==> src/rtl/msrv32_ir_skid_buffer.sv <==
// Instruction-register stage: a two-entry skid buffer (main + skid) that decodes the
// opcode into the immediate-type code as each word is captured.
module msrv32_ir_skid_buffer #(
  parameter logic [31:0] RESET_INSTR = 32'h0000_0013
) (
  input  logic        ms_riscv32_mp_clk_in,
  input  logic        ms_riscv32_mp_rst_in,
  input  logic [31:0] instr_in,
  input  logic        instr_valid_in,
  output logic        instr_ready_out,
  input  logic        flush_in,
  output logic [24:0] instr_out,
  output logic [6:0]  opcode_out,
  output logic [2:0]  imm_type_out,
  output logic        illegal_opcode_out,
  output logic        valid_out,
  input  logic        ready_in,
  output logic [1:0]  count_out
);

  typedef enum logic [1:0] {
    EMPTY = 2'd0,
    ONE   = 2'd1,
    FULL  = 2'd2
  } state_t;

  typedef struct packed {
    logic [31:0] instr;
    logic [2:0]  imm_type;
    logic        illegal;
  } entry_t;

  // The decode travels with the word so the outputs come straight from flops.
  function automatic entry_t decode(input logic [31:0] instr);
    entry_t e;
    e.instr    = instr;
    e.illegal  = 1'b0;
    e.imm_type = 3'b111;
    case (instr[6:0])
      7'b0110011:                                     e.imm_type = 3'b000;
      7'b0010011, 7'b0000011, 7'b1100111, 7'b0001111: e.imm_type = 3'b001;
      7'b0100011:                                     e.imm_type = 3'b010;
      7'b1100011:                                     e.imm_type = 3'b011;
      7'b0110111, 7'b0010111:                         e.imm_type = 3'b100;
      7'b1101111:                                     e.imm_type = 3'b101;
      7'b1110011:                                     e.imm_type = 3'b110;
      default: begin
        e.imm_type = 3'b111;
        e.illegal  = 1'b1;
      end
    endcase
    return e;
  endfunction

  state_t state_q, state_d;
  entry_t main_q, skid_q, in_entry;
  logic   push, pop;
  logic   load_main, load_skid, main_from_skid;

  assign push     = instr_valid_in & instr_ready_out;
  assign pop      = valid_out & ready_in;
  assign in_entry = decode(instr_in);

  // NOTE: every signal written here gets a default first so no path infers a latch.
  always_comb begin
    state_d        = state_q;
    load_main      = 1'b0;
    load_skid      = 1'b0;
    main_from_skid = 1'b0;
    if (flush_in) begin
      state_d = EMPTY;
    end else begin
      case (state_q)
        EMPTY: begin
          if (push) begin
            state_d   = ONE;
            load_main = 1'b1;
          end
        end
        ONE: begin
          if (push && !pop) begin
            state_d   = FULL;
            load_skid = 1'b1;
          end else if (push && pop) begin
            load_main = 1'b1;
          end else if (pop) begin
            state_d = EMPTY;
          end
        end
        FULL: begin
          if (pop) begin
            state_d        = ONE;
            main_from_skid = 1'b1;
          end
        end
        default: state_d = EMPTY;
      endcase
    end
  end

  // NOTE: sequential state uses non-blocking assignments only; the data registers are
  // reset too because the reset NOP must be visible on the outputs.
  always_ff @(posedge ms_riscv32_mp_clk_in or posedge ms_riscv32_mp_rst_in) begin
    if (ms_riscv32_mp_rst_in) begin
      state_q         <= EMPTY;
      main_q          <= decode(RESET_INSTR);
      skid_q          <= '0;
      instr_ready_out <= 1'b1;
    end else begin
      state_q         <= state_d;
      instr_ready_out <= (state_d != FULL);
      if (load_main) begin
        main_q <= in_entry;
      end else if (main_from_skid) begin
        main_q <= skid_q;
      end
      if (load_skid) begin
        skid_q <= in_entry;
      end
    end
  end

  assign valid_out          = (state_q != EMPTY);
  assign count_out          = state_q;
  assign instr_out          = main_q.instr[31:7];
  assign opcode_out         = main_q.instr[6:0];
  assign imm_type_out       = main_q.imm_type;
  assign illegal_opcode_out = main_q.illegal;

endmodule
==> config.mk <==
export PLATFORM = sky130hd
export DESIGN_NAME = msrv32_ir_skid_buffer
export DESIGN_NICKNAME = d
export VERILOG_FILES = /design/src/rtl/msrv32_ir_skid_buffer.sv
export SDC_FILE = /design/constraint.sdc
export NUM_CORES = 1
export LEC_CHECK = 0
export ABC_AREA = 1
export BUFFER_PORTS_ARGS = -buffer_cell sky130_fd_sc_hd__buf_2
export CORE_ASPECT_RATIO = 0.75
export CORE_UTILIZATION = 25
export DETAILED_ROUTE_END_ITERATION = 6
export GPL_TIMING_DRIVEN = 0
export PLACE_DENSITY = 0.5
export SLEW_MARGIN = 0
export SYNTH_ARGS = -nofsm -noshare
export SYNTH_HDL_FRONTEND = slang
export SYNTH_SLANG_ARGS = --single-unit
export TNS_END_PERCENT = 30
==> constraint.sdc <==
create_clock -name ms_riscv32_mp_clk_in -period 2.23 [get_ports ms_riscv32_mp_clk_in]
set_input_delay 0.446 -clock ms_riscv32_mp_clk_in [delete_from_list [all_inputs] [get_ports ms_riscv32_mp_clk_in]]
set_output_delay 0.446 -clock ms_riscv32_mp_clk_in [all_outputs]
set_load 0.03 [all_outputs]
==> results of run 1 <==
cells in the mapped netlist:
master,n
sky130_fd_sc_hd__nand2_1,132
sky130_fd_sc_hd__dfrtp_1,70
sky130_fd_sc_hd__inv_1,45
sky130_fd_sc_hd__o21ai_0,36
sky130_fd_sc_hd__o211ai_1,26
sky130_fd_sc_hd__nor2_1,24
sky130_fd_sc_hd__nand3_1,10
sky130_fd_sc_hd__buf_2,8
sky130_fd_sc_hd__inv_2,6
sky130_fd_sc_hd__dfstp_2,5
sky130_fd_sc_hd__a21oi_1,4
sky130_fd_sc_hd__buf_6,3
sky130_fd_sc_hd__clkbuf_1,3
sky130_fd_sc_hd__nor2_2,3
sky130_fd_sc_hd__o221ai_1,3
sky130_fd_sc_hd__buf_4,2
sky130_fd_sc_hd__nand4_1,2
sky130_fd_sc_hd__o22ai_1,2
sky130_fd_sc_hd__nand2_2,1
sky130_fd_sc_hd__nand3_2,1
sky130_fd_sc_hd__nand3_4,1
sky130_fd_sc_hd__o21ai_1,1
sky130_fd_sc_hd__o21bai_1,1
sky130_fd_sc_hd__o32ai_1,1
power groups by stage:
| stage | sequential (mW) | combinational [mW] | clock (mW) |
|---|---|---|---|
| after global routing | 2.10 | 1.49 | 1.53 |
| final | 2.05 | 1.34 | 1.44 |
| after detailed placement | 2.07 | 1.36 | 0 |
| after CTS | 2.05 | 1.37 | 1.49 |
| after global placement | 2.06 | 1.32 | 0 |
| after floorplan | 2.43 | 0.562 | 0 |
cell type report:
class | instances | area, µm²
Clock inverter | 2 | 35.0
Sequential cell | 75 | 1880
Multi-Input combinational cell | 248 | 1160
Buffer | 16 | 100
Tap cell | 171 | 214
Inverter | 51 | 195
Fill cell | 1380 | 8730
Clock buffer | 14 | 254
Timing Repair Buffer | 77 | 400
stage by stage:
stage               setup slack [ps]  hold slack (ps)
global placement                 355              459
CTS                              495              304
global route                     392              333
detailed placement               469              459
floorplan                        652              442
finish                           552              279
cells in the final DEF, fill, tap and decap left out, types with 3 or more instances in the layout:
| cell type | Yosys | final |
|---|---|---|
| sky130_fd_sc_hd__buf_6 | 3 | 3 |
| sky130_fd_sc_hd__nand3_1 | 10 | 10 |
| sky130_fd_sc_hd__o221ai_1 | 3 | 3 |
| sky130_fd_sc_hd__nand2_1 | 132 | 132 |
| sky130_fd_sc_hd__nor2_2 | 3 | 3 |
| sky130_fd_sc_hd__nor2_1 | 24 | 24 |
| sky130_fd_sc_hd__a21oi_1 | 4 | 4 |
| sky130_fd_sc_hd__o21ai_0 | 36 | 36 |
| sky130_fd_sc_hd__o211ai_1 | 26 | 26 |
| sky130_fd_sc_hd__buf_2 | 8 | 84 |
| sky130_fd_sc_hd__clkbuf_16 | 0 | 9 |
| sky130_fd_sc_hd__inv_1 | 45 | 44 |
| sky130_fd_sc_hd__clkbuf_1 | 3 | 7 |
| sky130_fd_sc_hd__inv_2 | 6 | 6 |
| sky130_fd_sc_hd__dfstp_2 | 5 | 5 |
| sky130_fd_sc_hd__dfrtp_1 | 70 | 70 |
state kept, by name, summed over array words and instances, names as in the netlist:
register / flops
instr_out: 25
illegal_opcode_out: 1
opcode_out: 7
skid_q: 36
imm_type_out: 3
count_out: 2
instr_ready_out: 1
per-layer routing:
metal	part of all wire, %	up-vias	GRT usage [%]
li1	-	1423	-
met1	49	1363	18.6
met2	43	64	21.4
met3	5.6	14	4.37
met4	2.0	0	5.36
met5	0	-	0
cell families (layout without fill, tap and decap cells):
family | after synthesis | in the layout | synth area share [%]
buffers and inverters | 67 | 160 | 8.75
AOI/OAI and AO/OA | 74 | 74 | 13.7
DFF | 75 | 75 | 56.5
and+or+nand+nor | 174 | 174 | 21.0
final timing paths:
check / from / endpoint / slack (ps) / cells past startpoint
min: ms_riscv32_mp_rst_in / skid_q[22]$_DFFE_PP0P_ / 280 / 2
max reg2reg: instr_ready_out$_DFF_PP1_ / skid_q[16]$_DFFE_PP0P_ / 550 / 7
min reg2reg: skid_q[33]$_DFFE_PP0P_ / skid_q[33]$_DFFE_PP0P_ / 470 / 2
max in group asynchronous: ms_riscv32_mp_rst_in / opcode_out[0]$_DFFE_PP1P_ / 1220 / 3
min in group ms_riscv32_mp_clk_in: instr_in[21] / skid_q[25]$_DFFE_PP0P_ / 340 / 3
max: instr_ready_out$_DFF_PP1_ / skid_q[16]$_DFFE_PP0P_ / 550 / 7
==> results.json, run 1 <==
{
  "dieWidth_um": 135,
  "via_count": 2864,
  "final_cell_count_no_fill": 654,
  "fin_skew_ps": 9.69,
  "place.port_buffers": 76,
  "critical_path_class": "reg2reg",
  "grt_overflow": 0,
  "switching_share_pct": 34.3,
  "die_y_um": 102,
  "gr-usage-all-layers_pct": 14.0,
  "drt_iter0_markers": 120,
  "comb_power_share_pct": 27.8,
  "setup-violations-final": 0,
  "cp-start-kind": "register",
  "yosysTopAreaCellShare_pct": 52.6,
  "postLayoutCellArea_um2": 4240,
  "tritoncts": "done",
  "cell_internal_power_mw": 3.17,
  "antenna_found_initial": 0,
  "max-vdd-ir-drop_uv": 433,
  "wire_per_inst_um": 13.6,
  "htree_levels": 3,
  "cp_cell_sequence": "nand2_1 -> inv_1 -> nand4_1 -> nor2_2 -> buf_4 -> buf_2 -> o21ai_0",
  "largest_net_degree_at_the_start_of_global_routing": 40,
  "mappedNetlistArea_um2": 3330,
  "yosysSeqAreaShare_pct": 56.5,
  "report.power.total_mw": 4.83,
  "rsz0062_at_grt": "no",
  "power-per-cell-area_nw_per_um2": 1140,
  "clk_root_buffer_cell": "sky130_fd_sc_hd__clkbuf_16",
  "synth-warning-count": 0,
  "detailedRoute.firstPassIterationCount": 4,
  "antenna_violating_nets_post_route": 0,
  "synthDistinctLibCells": 24,
  "max_stage_delay_ps": 530,
  "start_util_pct": 25.7,
  "timing.max_slew.rel_slack_pct": 42.8,
  "worstPathBufferInverterCount": 3,
  "cts_setup_buffers": 0,
  "clk_transition_reported_paths_ps": 60,
  "final-max-slew-violation-count": 0,
  "detail_route.wirelength_um": 8880,
  "clkPwrFrac_pct": 29.8,
  "max_fanout_on_critical_path": 10,
  "die_outline_area_um2": 13800,
  "antennaDiodeCount": 0,
  "synth_top_cell_by_area": "sky130_fd_sc_hd__dfrtp_1",
  "synthesis.instances": 390,
  "dp.final_hpwl_um": 6360,
  "critPathCaptureType": "register",
  "placed_cells": 638,
  "power_leakage_nw": 2.09,
  "grt_first_pass_wirelength_um": 14600,
  "routed_via_density": 4.38,
  "power.net_switching_mw": 1.66,
  "max-cap-violations": 0,
  "gpl.final_weighted_congestion": 0.903,
  "tightestPinTransition_ps": 856,
  "cts.path.max_buffers": 2,
  "area_delta_synth_final_pct": 27.2,
  "worst-endpoint-arrival_ps": 1890,
  "postSynthAreaPerCell_um2": 8.54,
  "numClockSinks": 75,
  "dpl-instance-area_um2": 3950,
  "timing.critical_path.max_delay_family": "buffers and inverters",
  "core.rowCount": 36,
  "fin_nets": 515,
  "io_pins": 77,
  "clock_latency_ps": 330,
  "synth-seq-cells": 75,
  "core_footprint_um2": 13000,
  "hold_viol": 0,
  "cts_resized": 0,
  "final_core_utilization_pct": 32.7,
  "cts_buffers": 9,
  "detail_route.drc_violations": 0,
  "layout-drive-gt1-share_pct": 24.8,
  "sequentialPowerShare_pct": 42.4,
  "worst_path_max_delay_cell": "sky130_fd_sc_hd__dfstp_2",
  "run_status": "finished clean",
  "cts_hold_buffers": 0,
  "synthesis.nets": 427,
  "first_global_vias": 2924,
  "cp.required_ps": 2440,
  "worstHoldPathType": "in2async",
  "finalSetupTns_ps": 0,
  "netlist_top_cells_area": "sky130_fd_sc_hd__dfrtp_1 (53%), sky130_fd_sc_hd__nand2_1 (15%), sky130_fd_sc_hd__o211ai_1 (5.9%)",
  "min_period_ps": 1680,
  "min_period_over_period_pct": 75.2,
  "fmax_mhz": 596
}
Note: power is estimated with default switching activity, not from simulation.
==> run 2: changes to the inputs <==
--- a/config.mk
+++ b/config.mk
@@ -5,13 +5,13 @@
 export SDC_FILE = /design/constraint.sdc
 export NUM_CORES = 1
 export LEC_CHECK = 0
-export ABC_AREA = 1
+export ABC_AREA = 0
 export BUFFER_PORTS_ARGS = -buffer_cell sky130_fd_sc_hd__buf_2
 export CORE_ASPECT_RATIO = 0.75
 export CORE_UTILIZATION = 25
 export DETAILED_ROUTE_END_ITERATION = 6
 export GPL_TIMING_DRIVEN = 0
-export PLACE_DENSITY = 0.5
+export PLACE_DENSITY = 0.48
 export SLEW_MARGIN = 0
 export SYNTH_ARGS = -nofsm -noshare
 export SYNTH_HDL_FRONTEND = slang
==> constraint.sdc (replaced) <==
create_clock -name ms_riscv32_mp_clk_in -period 1.7 [get_ports ms_riscv32_mp_clk_in]
set_input_delay 0.34 -clock ms_riscv32_mp_clk_in [delete_from_list [all_inputs] [get_ports ms_riscv32_mp_clk_in]]
set_output_delay 0.34 -clock ms_riscv32_mp_clk_in [all_outputs]
set_load 0.03 [all_outputs]
==> run 2 against run 1 <==
  * The run now ends with setup timing left
  * Setup slack worse by 560 ps
  * Global-route usage down 1.2 points
  * First-iteration DRC count down 61%
  * Clock skew down 5.5 ps
  * Cell area up 2.1%
  * Worst hold slack worse by 120 ps
  * Synthesized area down 4.3%
  * Die area down 4.2%
  * Sequential power up 18%
  * Critical endpoint is now instr_out[20]$_DFFE_PP0P_
  * Largest cell class unchanged
==> results.json, run 2 <==
{
  "run_status": "finished with violations",
  "failed_checks": "setup timing",
  "worst_r2r_startpoint": "count_out[0]$_DFF_PP0_",
  "worstHoldPathType": "in2async",
  "yosysSeqAreaShare_pct": 59.1,
  "setup.worst_path.end": "instr_out[20]$_DFFE_PP0P_",
  "min_period_ps": 1710,
  "routed_via_density": 4.47,
  "cpMostUsedCell": "sky130_fd_sc_hd__buf_4",
  "detail_route.wirelength_um": 8000,
  "regToRegSetupSlack_ps": -10,
  "gr-usage-all-layers_pct": 12.8,
  "synth_top_cell_by_area": "sky130_fd_sc_hd__dfrtp_1",
  "cts.path.max_buffers": 2,
  "worst-endpoint-arrival_ps": 1940,
  "asyncSetResetFlopFracSynth_pct": 100,
  "drt_iter0_markers": 47,
  "fin_nets": 382,
  "synthesis.instances": 250,
  "max_fanout_on_critical_path": 6,
  "cts_hold_buffers": 0,
  "cp.required_ps": 1930,
  "dp.final_hpwl_um": 5700,
  "grt_overflow": 0,
  "fmax_mhz": 585,
  "netlist_top_cells_area": "sky130_fd_sc_hd__dfrtp_1 (55%), sky130_fd_sc_hd__mux2_2 (11%), sky130_fd_sc_hd__a22o_1 (8.0%)",
  "most_frequent_cell_after_synthesis": "sky130_fd_sc_hd__dfrtp_1",
  "final-max-slew-violation-count": 0,
  "antenna_violating_nets_post_route": 0,
  "worst_path_max_delay_cell": "sky130_fd_sc_hd__dfrtp_1",
  "timing.critical_path.max_delay_family": "buffers and inverters",
  "crit_path_start": "count_out[0]$_DFF_PP0_",
  "die_y_um": 99.8,
  "max-vdd-ir-drop_uv": 757,
  "rsz0062_at_grt": "yes",
  "fin_skew_ps": 4.21,
  "first_global_vias": 2299,
  "critical_path_class": "reg2reg",
  "regToRegEndpoint": "instr_out[20]$_DFFE_PP0P_",
  "final.hold.worst_slack_ps": 156,
  "tritoncts": "done",
  "via_count": 2308,
  "placed_cells": 493,
  "antennaDiodeCount": 0,
  "post-route-worst-setup-slack_ps": -9.77,
  "max_stage_delay_ps": 410,
  "die_outline_area_um2": 13200,
  "start_util_pct": 25.8,
  "wire_per_inst_um": 15.5,
  "htree_levels": 3,
  "tightestPinTransition_ps": 814,
  "setup-violations-final": 4,
  "area.sequential_um2": 1880,
  "max_ffs_per_register": 36,
  "core_footprint_um2": 12300,
  "grt_first_pass_wirelength_um": 12600,
  "cp-start-kind": "register",
  "layout.filler_cells": 1279,
  "min_period_over_period_pct": 101,
  "clk_root_buffer_cell": "sky130_fd_sc_hd__clkbuf_16",
  "mappedNetlistArea_um2": 3190,
  "gpl.final_weighted_congestion": 0.700,
  "synth-seq-cells": 75,
  "io_pins": 77,
  "timing.max_slew.rel_slack_pct": 45.6,
  "detail_route.drc_violations": 0,
  "largest_net_degree_at_the_start_of_global_routing": 41,
  "clock_latency_ps": 340,
  "layout-drive-gt1-share_pct": 44.0,
  "core.rowCount": 35,
  "synthDistinctLibCells": 34,
  "cp_cell_sequence": "nor2b_4 -> nor4_4 -> buf_4 -> buf_6 -> buf_8 -> buf_4 -> a22o_1 -> a21o_1",
  "antenna_found_initial": 0,
  "wp_depth": 8,
  "multi_input_comb_area_um2": 1240,
  "synth_edf_count": 0,
  "critPathCaptureType": "register",
  "clk_transition_reported_paths_ps": 60,
  "dieWidth_um": 132,
  "mostFrequentLayoutCell": "sky130_fd_sc_hd__buf_2",
  "synthesis.nets": 287,
  "detailedRoute.firstPassIterationCount": 4,
  "mostFrequentLayoutCells": "sky130_fd_sc_hd__buf_2 (78), sky130_fd_sc_hd__dfrtp_1 (70), sky130_fd_sc_hd__mux2_2 (30)",
  "numClockSinks": 75,
  "area_delta_synth_final_pct": 35.8,
  "place.port_buffers": 76,
  "max-cap-violations": 0,
  "cts_buffers": 9,
  "worstPathBufferInverterCount": 4,
  "cell_depth_of_the_worst_flop_to_flop_path": 8,
  "register_with_the_highest_flop_count": "skid_q",
  "synth_top_flop_cell": "sky130_fd_sc_hd__dfrtp_1",
  "postSynthAreaPerCell_um2": 12.7,
  "hold_viol": 0,
  "final_cell_count_no_fill": 516,
  "power-per-cell-area_nw_per_um2": 1370,
  "synthTopCellsByCount": "sky130_fd_sc_hd__dfrtp_1 (70), sky130_fd_sc_hd__mux2_2 (30), sky130_fd_sc_hd__a21o_1 (29), sky130_fd_sc_hd__a22o_1 (29), sky130_fd_sc_hd__nand2_1 (12)",
  "report.power.total_mw": 5.94,
  "yosysTopAreaCellShare_pct": 55.0,
  "synth-warning-count": 0,
  "power_leakage_nw": 2.19
}
==> run 2: layout make-up <==
class | count | area share, %
inverter | 5 | 0.520
buffer | 14 | 2.54
clock inverter | 4 | 2.78
timing repair buffer | 85 | 11.3
multi-input combinational | 155 | 28.6
tap | 166 | 4.80
clock buffer | 12 | 5.93
sequential | 75 | 43.5
==> run 2: logic make-up (layout without fill, tap and decap cells) <==
family | after synthesis | after routing | share of synthesized area, %
buffers and inverters | 20 | 120 | 2.67
xor gates and xnor gates | 1 | 1 | 0.275
AOI/OAI and AO/OA | 85 | 85 | 20.3
muxes | 31 | 31 | 10.9
DFF | 75 | 75 | 59.1
and+or+nand+nor | 38 | 38 | 6.75
==> run 2: metal layers <==
metal  up-vias  track usage [%]  share of wire, %
met1      1124             17.8                52
met3         8             4.75               5.6
met5         -                0                 0
met4         0             4.24              0.92
met2        63             18.1                41
li1       1113                -                 -
==> run 2: worst register-to-register path, stage by stage, from the launching register on <==
cell and delay [ps]:
sky130_fd_sc_hd__dfrtp_1 410, sky130_fd_sc_hd__nor2b_4 210, sky130_fd_sc_hd__nor4_4 40, sky130_fd_sc_hd__buf_4 160
sky130_fd_sc_hd__buf_6 130, sky130_fd_sc_hd__buf_8 130, sky130_fd_sc_hd__buf_4 150, sky130_fd_sc_hd__a22o_1 230
sky130_fd_sc_hd__a21o_1 150
==> run 2: through the flow <==
step	util (%)	instance area, µm²	setup slack [ps]	setup TNS [ps]
after floorplan	-	3190	-115	-115
after global placement	30.6	3780	-335	-15500
after detailed placement	30.8	3800	-400	-11620
after CTS	34.6	4270	-90.9	-2160
after global routing	35.0	4330	-105	-1370
final	35.0	4330	-9.77	-32.4
==> run 2: worst min-delay path by stage <==
stage	end	slack [ps]	startpoint
after floorplan	count_out[0]$_DFF_PP0_	410	flush_in
after global placement	instr_out[18]$_DFFE_PP0P_	450	instr_out[18]$_DFFE_PP0P_
after detailed placement	instr_out[3]$_DFFE_PP0P_	460	instr_out[3]$_DFFE_PP0P_
after CTS	instr_out[12]$_DFFE_PP0P_	180	ms_riscv32_mp_rst_in
after global routing	instr_out[12]$_DFFE_PP0P_	210	ms_riscv32_mp_rst_in
final	instr_out[12]$_DFFE_PP0P_	160	ms_riscv32_mp_rst_in
==> run 2: where the power goes <==
part / internal [mW] / switching, mW / total [mW]
clock network: 1.66 / 0.711 / 2.37
logic: 0.500 / 0.653 / 1.15
registers: 2.21 / 0.203 / 2.41
total: 4.37 / 1.57 / 5.94
==> run 2: timing repair <==
item / in CTS / in global routing
gates resized for setup: 17 / 15
pin swaps: 1 / 4
endpoints found under the setup margin: 64 / 66
setup buffers: 5 / 3
==> run 3: changes to the inputs <==
==> constraint.sdc (replaced) <==
create_clock -name ms_riscv32_mp_clk_in -period 1.6 [get_ports ms_riscv32_mp_clk_in]
set_input_delay 0.32 -clock ms_riscv32_mp_clk_in [delete_from_list [all_inputs] [get_ports ms_riscv32_mp_clk_in]]
set_output_delay 0.32 -clock ms_riscv32_mp_clk_in [all_outputs]
set_load 0.03 [all_outputs]
==> run 3 against run 2 <==
  * Cell area grew 4.2%
  * Combinational power rose by 12%
  * Largest cell class unchanged
  * The run still ends with setup timing left
  * Die area did not move
  * Clock skew rose by 0.74 ps
  * Critical endpoint is now skid_q[11]$_DFFE_PP0P_
  * Power increased by 7.6%
  * Sequential cell count is the same
==> results.json, run 3 (synthesis results as in run 2) <==
{
  "drt_iter0_markers": 57,
  "cts.path.max_buffers": 2,
  "worstHoldPathType": "in2async",
  "numClockSinks": 75,
  "report.power.total_mw": 6.39,
  "cell_depth_of_the_worst_flop_to_flop_path": 5,
  "dpl-instance-area_um2": 3800,
  "layout.filler_cells": 1257,
  "final-max-slew-violation-count": 0,
  "min_period_ps": 1630,
  "setup-violations-final": 38,
  "area.sequential_um2": 1880,
  "worst_r2r_startpoint": "count_out[0]$_DFF_PP0_",
  "run_status": "finished with violations",
  "core_footprint_um2": 12300,
  "htree_levels": 3,
  "die_y_um": 99.8,
  "core.rowCount": 35,
  "tritoncts": "done",
  "register_with_the_highest_flop_count": "skid_q",
  "regToRegEndpoint": "skid_q[11]$_DFFE_PP0P_",
  "post-route-worst-setup-slack_ps": -33.5,
  "regToRegSetupSlack_ps": -30,
  "cp.required_ps": 1810,
  "clk_transition_reported_paths_ps": 60,
  "largest_net_degree_at_the_start_of_global_routing": 41,
  "start_util_pct": 25.8,
  "place.port_buffers": 76,
  "hold_viol": 0,
  "fmax_mhz": 612,
  "max_fanout_on_critical_path": 10,
  "max-vdd-ir-drop_uv": 805,
  "wire_per_inst_um": 15.8,
  "clock_latency_ps": 330,
  "antenna_violating_nets_post_route": 0,
  "min_period_over_period_pct": 102,
  "detail_route.drc_violations": 0,
  "antennaDiodeCount": 0,
  "rsz0062_at_grt": "yes",
  "detail_route.wirelength_um": 8260,
  "power-per-cell-area_nw_per_um2": 1420,
  "gr-usage-all-layers_pct": 13.1,
  "grt_overflow": 0,
  "mostFrequentLayoutCell": "sky130_fd_sc_hd__buf_2",
  "max_ffs_per_register": 36,
  "antenna_found_initial": 0,
  "fin_nets": 387,
  "postLayoutCellArea_um2": 4510,
  "grt_first_pass_wirelength_um": 12800,
  "dp.final_hpwl_um": 5700,
  "dieWidth_um": 132,
  "critical_path_class": "reg2reg",
  "io_pins": 77,
  "routed_via_density": 4.49,
  "area_delta_synth_final_pct": 41.6,
  "detailedRoute.firstPassIterationCount": 4,
  "die_outline_area_um2": 13200,
  "via_count": 2340,
  "mostFrequentLayoutCells": "sky130_fd_sc_hd__buf_2 (77), sky130_fd_sc_hd__dfrtp_1 (69), sky130_fd_sc_hd__mux2_2 (30)",
  "tightestPinTransition_ps": 820,
  "cts_hold_buffers": 0,
  "fin_skew_ps": 4.95,
  "max-cap-violations": 0,
  "power_leakage_nw": 2.25,
  "cp-start-kind": "register",
  "cts_buffers": 9,
  "worst-endpoint-arrival_ps": 1850,
  "layout-drive-gt1-share_pct": 47.3,
  "finalSetupTns_ps": -612,
  "timing.max_slew.rel_slack_pct": 45.2,
  "first_global_vias": 2321,
  "multi_input_comb_area_um2": 1280,
  "critPathCaptureType": "register",
  "failed_checks": "setup timing",
  "gpl.final_weighted_congestion": 0.700,
  "clk_root_buffer_cell": "sky130_fd_sc_hd__clkbuf_16"
}
-- run 3: routing by layer --
layer | global-route usage [%] | share of wire, % | vias up
li1 | - | - | 1120
met1 | 18.7 | 51 | 1145
met2 | 18.0 | 41 | 68
met3 | 4.75 | 6.3 | 7
met4 | 4.24 | 0.96 | 0
met5 | 0 | 0 | -
-- run 3: worst max-delay path by stage --
stage | startpoint | slack [ps] | depth (start not counted) | to
after global routing | count_out[0]$_DFF_PP0_ | -100 | 8 | opcode_out[1]$_DFFE_PP1P_
after detailed placement | instr_ready_out$_DFF_PP1_ | -500 | 5 | instr_out[5]$_DFFE_PP0P_
after CTS | instr_ready_out$_DFF_PP1_ | -50 | 7 | opcode_out[6]$_DFFE_PP0P_
after global placement | instr_ready_out$_DFF_PP1_ | -430 | 5 | opcode_out[5]$_DFFE_PP0P_
after floorplan | instr_ready_out$_DFF_PP1_ | -210 | 5 | illegal_opcode_out$_DFFE_PP0P_
final | count_out[0]$_DFF_PP0_ | -30 | 5 | skid_q[11]$_DFFE_PP0P_
-- run 3: critical path, cell delays in order (launching register included) --
cell and delay, ps:
sky130_fd_sc_hd__dfrtp_1 400, sky130_fd_sc_hd__buf_4 140, sky130_fd_sc_hd__and4b_1 210, sky130_fd_sc_hd__nand2_2 160
sky130_fd_sc_hd__buf_4 230, sky130_fd_sc_hd__mux2_2 350
-- run 3: stage by stage --
step	hold slack, ps	setup WS, ps	utilization, %	cells
after floorplan	386	-215	-	250
after global placement	453	-435	30.6	492
after detailed placement	459	-500	30.8	493
after CTS	159	-49.8	35.3	515
after global routing	192	-101	36.5	521
final	138	-33.5	36.5	521
-- run 3: cell type report --
class                   count  area share, %
repair buffers             90           13.3
clock inverters             4           2.66
inverters                   5          0.499
flip-flops and latches     75           41.8
well taps                 166           4.60
multi-input cells         155           28.3
clock buffers              12           5.68
plain buffers              14           3.16
-- run 3: power by group --
part           internal [mW]  switching (mW)
Sequential              2.35           0.222
Combinational          0.582           0.713
Clock                   1.77           0.760
Total                   4.70            1.69
-- run 3: repair_timing --
action | 4_1_cts | 5_1_grt
gates cloned | 2 | 1
buffers inserted | 5 | 6
resized for setup | 34 | 19
setup endpoints to repair | 67 | 60
pin swaps | 19 | 13
